--- src/rtl/bcd2bin_pkg.sv ---
// bcd2bin_pkg: shared FSM state type and digit-adjust constants for the BCD-to-binary converter
package bcd2bin_pkg;
    typedef enum logic [1:0] {IDLE, CONV, DONE} state_t;
    localparam logic [3:0] ADJ_THRESH = 4'd8;
    localparam logic [3:0] ADJ_VAL    = 4'd3;
    localparam logic [3:0] BCD_MAX    = 4'd9;
endpackage

--- src/rtl/bcd_digit_adjust.sv ---
// bcd_digit_adjust: reverse double-dabble digit correction, subtract 3 from a digit that is 8 or more
module bcd_digit_adjust
    import bcd2bin_pkg::*;
(
    input  logic [3:0] d_i,
    output logic [3:0] d_o
);
    assign d_o = (d_i >= ADJ_THRESH) ? d_i - ADJ_VAL : d_i;
endmodule

--- src/rtl/bcd_to_bin_seq.sv ---
// bcd_to_bin_seq: sequential BCD-to-binary converter (reverse double dabble); BCD2BIN_DIGIT_CHECK_EN enables invalid-digit rejection
module bcd_to_bin_seq
    import bcd2bin_pkg::*;
#(
    parameter int N_DIGITS = 3,
    parameter int BIN_W    = 10
) (
    input  logic                  clk,
    input  logic                  rst,
    input  logic                  start,
    input  logic [4*N_DIGITS-1:0] bcd_in,
    output logic                  busy,
    output logic                  done,
    output logic [BIN_W-1:0]      bin_out,
    output logic                  err
);
    localparam int BCD_W = 4*N_DIGITS;
    localparam int CNT_W = $clog2(BIN_W+1);

    state_t                   state_q;
    logic [BCD_W+BIN_W-1:0]   wr_q;
    logic [BCD_W+BIN_W-1:0]   shr;
    logic [BCD_W-1:0]         adj;
    logic [BCD_W+BIN_W-1:0]   wr_d;
    logic [CNT_W-1:0]         cnt_q;
    logic                     busy_q, done_q, err_q, bad;
    logic [BIN_W-1:0]         bin_q;

    assign shr = wr_q >> 1;

    for (genvar g = 0; g < N_DIGITS; g++) begin : g_adj
        bcd_digit_adjust u_adj (.d_i(shr[BIN_W+4*g +: 4]), .d_o(adj[4*g +: 4]));
    end

    assign wr_d = {adj, shr[BIN_W-1:0]};

    // flag any operand digit outside 0..9 when checking is enabled
    always_comb begin
        bad = 1'b0;
`ifdef BCD2BIN_DIGIT_CHECK_EN
        for (int i = 0; i < N_DIGITS; i++)
            bad = bad | (bcd_in[4*i +: 4] > BCD_MAX);
`endif
    end

    // control FSM, working register and registered handshake/result outputs
    always_ff @(posedge clk) begin
        if (rst) begin
            state_q <= IDLE;
            wr_q    <= '0;
            cnt_q   <= '0;
            busy_q  <= 1'b0;
            done_q  <= 1'b0;
            err_q   <= 1'b0;
            bin_q   <= '0;
        end else begin
            case (state_q)
                IDLE: begin
                    done_q <= 1'b0;
                    if (start && bad) begin
                        state_q <= DONE;
                        done_q  <= 1'b1;
                        err_q   <= 1'b1;
                        bin_q   <= '0;
                    end else if (start) begin
                        state_q <= CONV;
                        wr_q    <= {bcd_in, {BIN_W{1'b0}}};
                        cnt_q   <= '0;
                        busy_q  <= 1'b1;
                    end
                end
                CONV: begin
                    wr_q  <= wr_d;
                    cnt_q <= cnt_q + 1'b1;
                    if (cnt_q == CNT_W'(BIN_W-1)) begin
                        state_q <= DONE;
                        busy_q  <= 1'b0;
                        done_q  <= 1'b1;
                        bin_q   <= wr_d[BIN_W-1:0];
                        err_q   <= 1'b0;
                    end
                end
                DONE: begin
                    done_q  <= 1'b0;
                    state_q <= IDLE;
                end
                default: state_q <= IDLE;
            endcase
        end
    end

    assign busy    = busy_q;
    assign done    = done_q;
    assign bin_out = bin_q;
    assign err     = err_q;
endmodule

--- config.mk ---
export PLATFORM = sky130hd
export DESIGN_NAME = bcd_to_bin_seq
export DESIGN_NICKNAME = d
export VERILOG_FILES = /design/src/rtl/bcd2bin_pkg.sv /design/src/rtl/bcd_digit_adjust.sv /design/src/rtl/bcd_to_bin_seq.sv
export SDC_FILE = /design/constraint.sdc
export NUM_CORES = 1
export LEC_CHECK = 0
export BUFFER_PORTS_ARGS = -buffer_cell sky130_fd_sc_hd__buf_2
export CORE_ASPECT_RATIO = 0.8
export CORE_MARGIN = 5
export CORE_UTILIZATION = 53
export DETAILED_ROUTE_END_ITERATION = 10
export PLACE_DENSITY = 0.86
export SYNTH_ARGS = -nofsm -noshare
export SYNTH_HDL_FRONTEND = slang
export SYNTH_SLANG_ARGS = --single-unit
--- constraint.sdc ---
create_clock -name clk -period 1.85 [get_ports clk]
set_clock_uncertainty 0.1 [all_clocks]
set_input_delay 0.0925 -clock clk [delete_from_list [all_inputs] [get_ports clk]]
set_output_delay 0.0925 -clock clk [all_outputs]
set_load 0.005 [all_outputs]
==> flow_summary.json, run 1 <==
{
  "outcome": "finished clean",
  "die_h_um": 61.7,
  "ys_ff_latch": 39,
  "critical_path_arrival_ps": 1800,
  "ys_warn_count": 0,
  "core_area_mm2": 0.00315,
  "ant_nets": 0,
  "ir_worst_vdd_v": 0.000497,
  "crit_chain": "ha_1 > nand3b_1 > nor2_4 > mux2i_1 > nor2_1",
  "worstReg2RegStart": "cnt_q[0]",
  "cap_violations": 0,
  "path_max_fanout": 11,
  "startpoint_type": "flop",
  "path_clk_slew_ps": 70,
  "fmax_mhz": 578,
  "yosysSeqAreaShare_pct": 44.0,
  "layout_setup_ws_ps": 119,
  "dieArea_mm2": 0.00461,
  "leakage_nw": 0.827,
  "hp-start": "bcd_in[5]",
  "avgSynthCellArea_um2": 8.78,
  "cts-root-buf": "clkbuf_8",
  "vias": 1455,
  "cts_max_level": 2,
  "grt_max_degree": 21,
  "fin_tns_setup_ps": 0,
  "async_flop_share_pct": 0,
  "gp_congestion": 0.800,
  "powerDensity_mw_per_mm2": 807,
  "cp_top_family": "simple AND/OR/NAND/NOR gates",
  "synth-edff-count": 0,
  "overflow": 0,
  "swShare_pct": 25.5,
  "slowest_delay_ps": 400,
  "initial_utilization_pct": 56.2,
  "clockBufferDepth": 2,
  "first_iter_violations": 107,
  "drtPass1Iterations": 4,
  "io_buffers": 26,
  "ys_types": 35,
  "synthesis.nets": 223,
  "drive_gt1_share_pct": 19.8,
  "vias_per_cell": 5.35,
  "dpl_cell_area_mm2": 0.00192,
  "clk_latency_ps": 290,
  "grt_first_pass_wirelength_um": 6200,
  "pre_cts_ws_ps": 199,
  "nNetsFinal": 252,
  "p_switching_w": 0.000418,
  "fin_crit_sh_pct": 93.6,
  "syn_inst": 202,
  "grt_usage_pct": 18.0,
  "wl_per_cell_um": 13.5,
  "crit_slowest_cell": "dfxtp_1",
  "io_pins": 28,
  "diodes": 0,
  "path_buf_inv": 0,
  "synth.area.top_cells": "dfxtp_1, nor2_1, a22oi_1, mux2i_1, a21oi_1",
  "seqPwrFrac_pct": 55.1,
  "crit_path_start": "cnt_q[0]",
  "cts_tree": "built",
  "final_area_mm2": 0.00203,
  "antenna_found_initial": 0,
  "synth_ff_type": "dfxtp_1",
  "fillCellCount": 266,
  "fp-row-count": 18,
  "setup_viol": 0,
  "drc": 0,
  "period_needed_ps": 1730,
  "numCtsBuffers": 5,
  "p_int_w": 0.00122,
  "syn_area_mm2": 0.00177,
  "final-hold-violation-count": 0,
  "die_x_um": 74.7,
  "holdCritPathClass": "input port to flop",
  "slew_violations": 0,
  "synth_area_leader_cell": "dfxtp_1",
  "clock-sinks": 39,
  "area_delta_synth_final_pct": 14.3,
  "synth.top_cell.area_share_pct": 44.0,
  "path_class": "flop to flop",
  "rsz0062_at_grt": "no",
  "routed_wl_um": 3660,
  "first_global_vias": 1366,
  "end_kind": "flop",
  "combPwrFrac_pct": 11.4,
  "clockPowerShare_pct": 33.5,
  "crit_required_ps": 1920,
  "dp_hpwl_um": 2510
}
==> layout make-up <==
| type | instances | area [um^2] | share of cell area, % |
|---|---|---|---|
| Multi-Input combinational cell | 139 | 857 | 42.3 |
| Sequential cell | 39 | 781 | 38.5 |
| Timing Repair Buffer | 38 | 228 | 11.2 |
| Clock buffer | 7 | 76.3 | 3.77 |
| Tap cell | 40 | 50.0 | 2.47 |
| Inverter | 8 | 30.0 | 1.48 |
| Clock inverter | 1 | 5.00 | 0.247 |
==> cells in the mapped netlist (all sizes together), types with 5 or more instances <==
master  count
nor3        6
nand2b      5
dfxtp      39
inv         8
mux2i      10
clkbuf      6
ha          6
buf        10
nor2       44
nand2       6
a21oi      15
a22oi      14
==> timing repair <==
item,4_1_cts,5_1_grt
endpoints found under the hold margin,3,0
buffers inserted,0,0
resized for setup,0,0
hold buffers,3,0
==> worst reg2reg max path, stage by stage (launching register included) <==
cell and delay [ps]:
dfxtp_1 400, ha_1 170, nand3b_1 190, nor2_4 380
mux2i_1 290, nor2_1 80
==> cells by family (layout without fill, tap and decap cells) <==
| family | count (synthesis) | in the layout | synth area share (%) |
|---|---|---|---|
| buffers and inverters | 24 | 54 | 7.62 |
| muxes | 11 | 11 | 6.28 |
| xor gates and xnor gates | 4 | 4 | 1.98 |
| other | 1 | 1 | 0.212 |
| DFF | 39 | 39 | 44.0 |
| AOI/OAI and AO/OA | 44 | 44 | 16.8 |
| and+or+nand+nor | 73 | 73 | 18.8 |
| adders and majority gates | 6 | 6 | 4.23 |
==> sequential cells by signal, indices dropped and copies added (netlist names) <==
signal	cells
wr_q	21
bin_out	10
busy	1
cnt_q	4
done	1
state_q	2
==> power by group through the flow <==
stage | logic [W] | registers, W | clock network [W]
finish | 0.000187 | 0.000902 | 0.000547
global route | 0.000210 | 0.000907 | 0.000595
CTS | 0.000187 | 0.000901 | 0.000553
detailed placement | 0.000180 | 0.000921 | 0
global placement | 0.000175 | 0.000919 | 0
floorplan | 0.000141 | 0.000910 | 0
==> metal layers <==
layer	GRT usage, %	share of wire [%]	vias to the layer above
met5	0	0	-
met2	27.8	46	36
li1	-	-	747
met3	5.79	5.0	6
met4	6.60	1.6	0
met1	23.8	47	666
==> cells in the final DEF, fill, tap and decap left out, drive strengths merged, types with 3 or more instances in the layout <==
master and instances:
inv 8, nor2b 3, nor3 6, nand3 3, nand2 6, mux2i 10
clkbuf 7, nand2b 5, nor2 44, buf 35, dfxtp 39, o211ai 4
a21oi 15, a22oi 14, dlygate4sd3 3, ha 6
==> metrics by stage <==
step                      util [%]  hold slack [ps]  total power, W  std cells
final                         64.3             11.5         0.00164        272
after global routing          64.3             52.7         0.00171        272
after CTS                     64.3             15.5         0.00164        272
after detailed placement      60.8              248         0.00110        261
after global placement        60.8              247         0.00109        261
after floorplan                  -              129         0.00105        202
==> worst paths after layout <==
| path | to | slack, ps | cells after the start |
|---|---|---|---|
| worst min-delay path | wr_q[15] | 10 | 3 |
| worst min register to register | busy | 390 | 2 |
| worst max-delay path | bin_out[6] | 120 | 5 |
| worst max register to register | bin_out[6] | 120 | 5 |
No activity file was read; power rests on OpenSTA's default activity.
==> run 2: changes to the inputs <==
ABC_AREA = 1   (was default)
CORE_UTILIZATION = 45   (was 53)
PLACE_DENSITY = 0.77   (was 0.86)
==> flow_summary.json, run 2 <==
{
  "cts-root-buf": "clkbuf_8",
  "period_needed_ps": 1600,
  "outcome": "finished clean",
  "slew_violations": 0,
  "initial_utilization_pct": 46.7,
  "vias": 1574,
  "startpoint_type": "flop",
  "largest-register": "wr_q",
  "path_clk_slew_ps": 70,
  "syn_area_mm2": 0.00178,
  "final-hold-violation-count": 0,
  "die_x_um": 80.2,
  "overflow": 0,
  "drtPass1Iterations": 4,
  "area_delta_synth_final_pct": 15.8,
  "antenna_found_initial": 0,
  "ir_worst_vdd_v": 0.000494,
  "drc": 0,
  "crit_required_ps": 1940,
  "syn_inst": 250,
  "avgSynthCellArea_um2": 7.10,
  "busiest_layer": "met2",
  "crit_chain": "ha_1 > nand2_1 > nor2_1 > nand2_1 > o21ai_0 > nor2_1",
  "holdCritPathClass": "input port to flop",
  "powerDensity_mw_per_mm2": 870,
  "first_iter_violations": 111,
  "fin_crit_sh_pct": 86.7,
  "critical_path_arrival_ps": 1690,
  "leakage_nw": 0.897,
  "grt_max_degree": 26,
  "fmax_mhz": 623,
  "grt_use_met2_pct": 22.9,
  "grt_first_pass_wirelength_um": 6240,
  "swShare_pct": 23.8,
  "synth-edff-count": 0,
  "first_global_vias": 1388,
  "drive_gt1_share_pct": 15.9,
  "rsz0062_at_grt": "no",
  "fillCellCount": 371,
  "synth.area.top_cells": "dfxtp_1, nand2_1, a21oi_1, nand3_1, nor2_1",
  "dieArea_mm2": 0.00531,
  "cts-resized-gates": 0,
  "slowest_delay_ps": 400,
  "yosysSeqAreaShare_pct": 44.0,
  "synth_area_leader_cell": "dfxtp_1",
  "synth_ff_type": "dfxtp_1",
  "cts_max_level": 2,
  "numCtsBuffers": 5,
  "path_class": "flop to flop",
  "p_switching_w": 0.000425,
  "ys_ff_latch": 39,
  "fp-row-count": 20,
  "layout_setup_ws_ps": 246,
  "p_int_w": 0.00136,
  "cap_violations": 0,
  "clock-sinks": 39,
  "largest_reg_flops": 21,
  "ys_types": 20,
  "end_kind": "flop",
  "dp_hpwl_um": 2520,
  "diodes": 0,
  "core_area_mm2": 0.00380,
  "cts_setup_buffers": 0,
  "ant_nets": 0,
  "pre_cts_ws_ps": 248,
  "tightest_slew_ps": 501,
  "clk_latency_ps": 300,
  "nNetsFinal": 297,
  "clockPowerShare_pct": 40.9,
  "synth_commonest_cells": "nand2_1, dfxtp_1, a21oi_1",
  "path_max_fanout": 11,
  "seqPwrFrac_pct": 49.9,
  "routed_wl_um": 3660,
  "setup_viol": 0,
  "die_h_um": 66.2,
  "clockBufferDepth": 2,
  "synth_most_common_cell": "nand2_1",
  "io_buffers": 26,
  "async_flop_share_pct": 0,
  "combPwrFrac_pct": 9.2,
  "crit_slowest_cell": "dfxtp_1",
  "slew_headroom_pct": 66.5,
  "wl_per_cell_um": 11.0,
  "grt.met1_usage_pct": 20.1,
  "grt_usage_pct": 15.0,
  "cts_tree": "built",
  "ctsHoldBuffers": 2,
  "grt_use_met3_pct": 3.54,
  "io_pins": 28,
  "synth.top_cell.area_share_pct": 44.0,
  "vias_per_cell": 4.74,
  "post-route-util_pct": 54.0,
  "ys_warn_count": 0,
  "synthesis.nets": 271,
  "final_cell_mix": "nand2_1, dfxtp_1, a21oi_1",
  "fin_tns_setup_ps": 0,
  "gp_congestion": 0.820,
  "final_common_cell": "nand2_1"
}
-- run 2: cell types whose count changed after synthesis, sizes merged, moves of 6 or more --
cell / previous run / this run
nand3: 3 / 24
a21oi: 15 / 30
o21ai: 2 / 8
nand2: 6 / 78
a22oi: 14 / 0
nor3: 6 / 0
nor2: 44 / 27
inv: 8 / 21
mux2i: 10 / 0
-- run 2: area by class of cell --
class                   count  area [um^2]  share of cell area, %
flip-flops and latches     39          781                   38.0
repair buffers             31          173                   8.40
clock buffers               6         82.6                   4.02
multi-input cells         178          837                   40.7
clock inverters             2         35.0                   1.70
well taps                  55         68.8                   3.35
inverters                  21         78.8                   3.83
-- run 2: path summary, 6_finish.rpt --
| path | from | end | slack, ps | cells after the start |
|---|---|---|---|---|
| worst min-delay path | bcd_in[3] | wr_q[13] | 8 | 5 |
| worst max register to register | cnt_q[0] | bin_out[0] | 250 | 6 |
| worst min register to register | wr_q[1] | wr_q[1] | 360 | 2 |
| worst max-delay path | cnt_q[0] | bin_out[0] | 250 | 6 |
-- run 2: worst max-delay path, delay by kind of cell (launching register included) --
kind	cells	cell delay, ps
AOI/OAI and AO/OA	1	240
and+or+nand+nor	4	570
adders and majority gates	1	190
DFF	1	400
-- run 2: per-layer routing --
| metal | vias up | part of all wire [%] |
|---|---|---|
| met5 | - | 0 |
| met4 | 0 | 1.9 |
| met3 | 7 | 3.7 |
| met2 | 32 | 44 |
| met1 | 691 | 50 |
| li1 | 844 | - |
-- run 2: stage by stage --
step / instances / power [W] / hold slack, ps / cell area (um^2)
6_report: 332 / 0.00179 / 8.44 / 2060
3_5_place_dp: 322 / 0.00107 / 256 / 1920
4_1_cts: 332 / 0.00180 / 0.701 / 2060
2_1_floorplan: 250 / 0.00103 / 140 / 1780
3_3_place_gp: 322 / 0.00107 / 249 / 1920
5_1_grt: 332 / 0.00185 / 46.1 / 2060
-- run 2: power by group through the flow --
stage	clock network, W	registers, W	logic, W
after floorplan	0	0.000905	0.000128
after global placement	0	0.000911	0.000157
after detailed placement	0	0.000912	0.000160
after global routing	0.000770	0.000898	0.000187
final	0.000731	0.000893	0.000164
after CTS	0.000746	0.000893	0.000164
-- run 2: logic make-up (layout without fill, tap and decap cells) --
group | Yosys count | after routing | share of synthesized area [%]
buffers and inverters | 33 | 60 | 8.88
DFF | 39 | 39 | 44.0
and+or+nand+nor | 130 | 130 | 30.7
other | 1 | 1 | 0.211
adders and majority gates | 6 | 6 | 4.23
AOI/OAI and AO/OA | 41 | 41 | 12.0
==> run 3: changes to the inputs <==
REMOVE_ABC_BUFFERS = 1   (was default)
clock period = 2 ns   (was 1.85 ns; I/O delays follow)
==> flow_summary.json, run 3 (synthesis results as in run 2) <==
{
  "startpoint_type": "flop",
  "wl_per_cell_um": 11.2,
  "diodes": 0,
  "gp_congestion": 0.783,
  "clock-sinks": 39,
  "ir_worst_vdd_v": 0.000433,
  "end_kind": "flop",
  "first_iter_violations": 136,
  "power_w": 0.00155,
  "die_x_um": 80.2,
  "grt_max_degree": 26,
  "dpl_cell_area_mm2": 0.00193,
  "clockPowerShare_pct": 36.8,
  "clockBufferDepth": 2,
  "antenna_found_initial": 0,
  "routed_wl_um": 3710,
  "fin_tns_setup_ps": 0,
  "nNetsFinal": 297,
  "io_pins": 28,
  "io_buffers": 26,
  "p_switching_w": 0.000411,
  "path_buf_inv": 0,
  "cap_violations": 0,
  "fmax_mhz": 641,
  "final-hold-violation-count": 0,
  "holdCritPathClass": "input port to flop",
  "seqPwrFrac_pct": 53.2,
  "swShare_pct": 26.5,
  "slowest_delay_ps": 400,
  "cp_top_family": "simple AND/OR/NAND/NOR gates",
  "cts_tree": "built",
  "drc": 0,
  "dp_hpwl_um": 2530,
  "leakage_nw": 0.884,
  "fin_crit_sh_pct": 78.0,
  "outcome": "finished clean",
  "crit_slowest_cell": "dfxtp_1",
  "powerDensity_mw_per_mm2": 762,
  "clk_latency_ps": 300,
  "slew_violations": 0,
  "first_global_vias": 1459,
  "drtPass1Iterations": 4,
  "ant_nets": 0,
  "die_h_um": 66.2,
  "setup_viol": 0,
  "p_int_w": 0.00114,
  "path_clk_slew_ps": 80,
  "rsz0062_at_grt": "no",
  "path_max_fanout": 11,
  "fp-row-count": 20,
  "final_cell_mix": "nand2_1, dfxtp_1, a21oi_1",
  "overflow": 0,
  "dieArea_mm2": 0.00531,
  "period_needed_ps": 1560,
  "cts_max_level": 2,
  "crit_required_ps": 2100,
  "ctsHoldBuffers": 1,
  "cts-resized-gates": 0,
  "largest_reg_flops": 21,
  "path_class": "flop to flop",
  "grt_first_pass_wirelength_um": 6420,
  "core_area_mm2": 0.00380,
  "area_delta_synth_final_pct": 14.6,
  "largest-register": "wr_q",
  "numCtsBuffers": 5,
  "final_common_cell": "nand2_1",
  "final_area_mm2": 0.00203,
  "cts_setup_buffers": 0,
  "cts-root-buf": "clkbuf_8",
  "pre_cts_ws_ps": 430,
  "vias": 1588,
  "layout_setup_ws_ps": 440,
  "initial_utilization_pct": 46.7,
  "vias_per_cell": 4.78,
  "combPwrFrac_pct": 10.0,
  "grt_usage_pct": 15.7,
  "crit_chain": "ha_1 > nand2_1 > nor2_1 > nand2_1 > o21ai_0 > nor2_1",
  "critical_path_arrival_ps": 1660,
  "drive_gt1_share_pct": 16.2
}
-- run 3: worst register-to-register path, delay by kind of cell, from the launching register on --
kind / cells / cell delay (ps)
simple gates: 4 / 540
flops: 1 / 400
compound gates: 1 / 230
fa+ha+maj: 1 / 190
-- run 3: area by class of cell --
| cell class | instances | area (um^2) |
|---|---|---|
| fillers | 393 | 1770 |
| clock buffers | 6 | 82.6 |
| inverters | 21 | 78.8 |
| clock inverters | 2 | 16.3 |
| well taps | 55 | 68.8 |
| multi-input cells | 178 | 837 |
| flip-flops and latches | 39 | 781 |
| repair buffers | 31 | 170 |
-- run 3: final timing paths --
path / start / end / slack, ps / cells after the start
worst max-delay path: cnt_q[0] / bin_out[0] / 440 / 6
worst min-delay path: bcd_in[5] / wr_q[15] / 20 / 3
worst max register to register: cnt_q[0] / bin_out[0] / 440 / 6
worst min register to register: bin_out[5] / bin_out[5] / 360 / 2
-- run 3: power by group through the flow --
stage	clock network, W	registers [W]	logic [W]
floorplan	0	0.000837	0.0000961
finish	0.000570	0.000825	0.000155
CTS	0.000579	0.000824	0.000156
global route	0.000609	0.000829	0.000177
global placement	0	0.000841	0.000148
detailed placement	0	0.000843	0.000153
-- run 3: through the flow --
step | utilization (%) | hold slack [ps] | instances
after detailed placement | 50.6 | 261 | 323
after CTS | 53.5 | 20.3 | 332
after global routing | 53.5 | 62.9 | 332
after global placement | 50.6 | 258 | 323
after floorplan | - | 69.1 | 238
final | 53.5 | 18.0 | 332
-- run 3: routing by layer --
layer / up-vias / track usage (%) / part of all wire [%]
met5: - / 0 / 0
met2: 29 / 22.9 / 42
li1: 847 / - / -
met3: 8 / 2.86 / 3.9
met1: 704 / 21.5 / 52
met4: 0 / 8.86 / 2.4
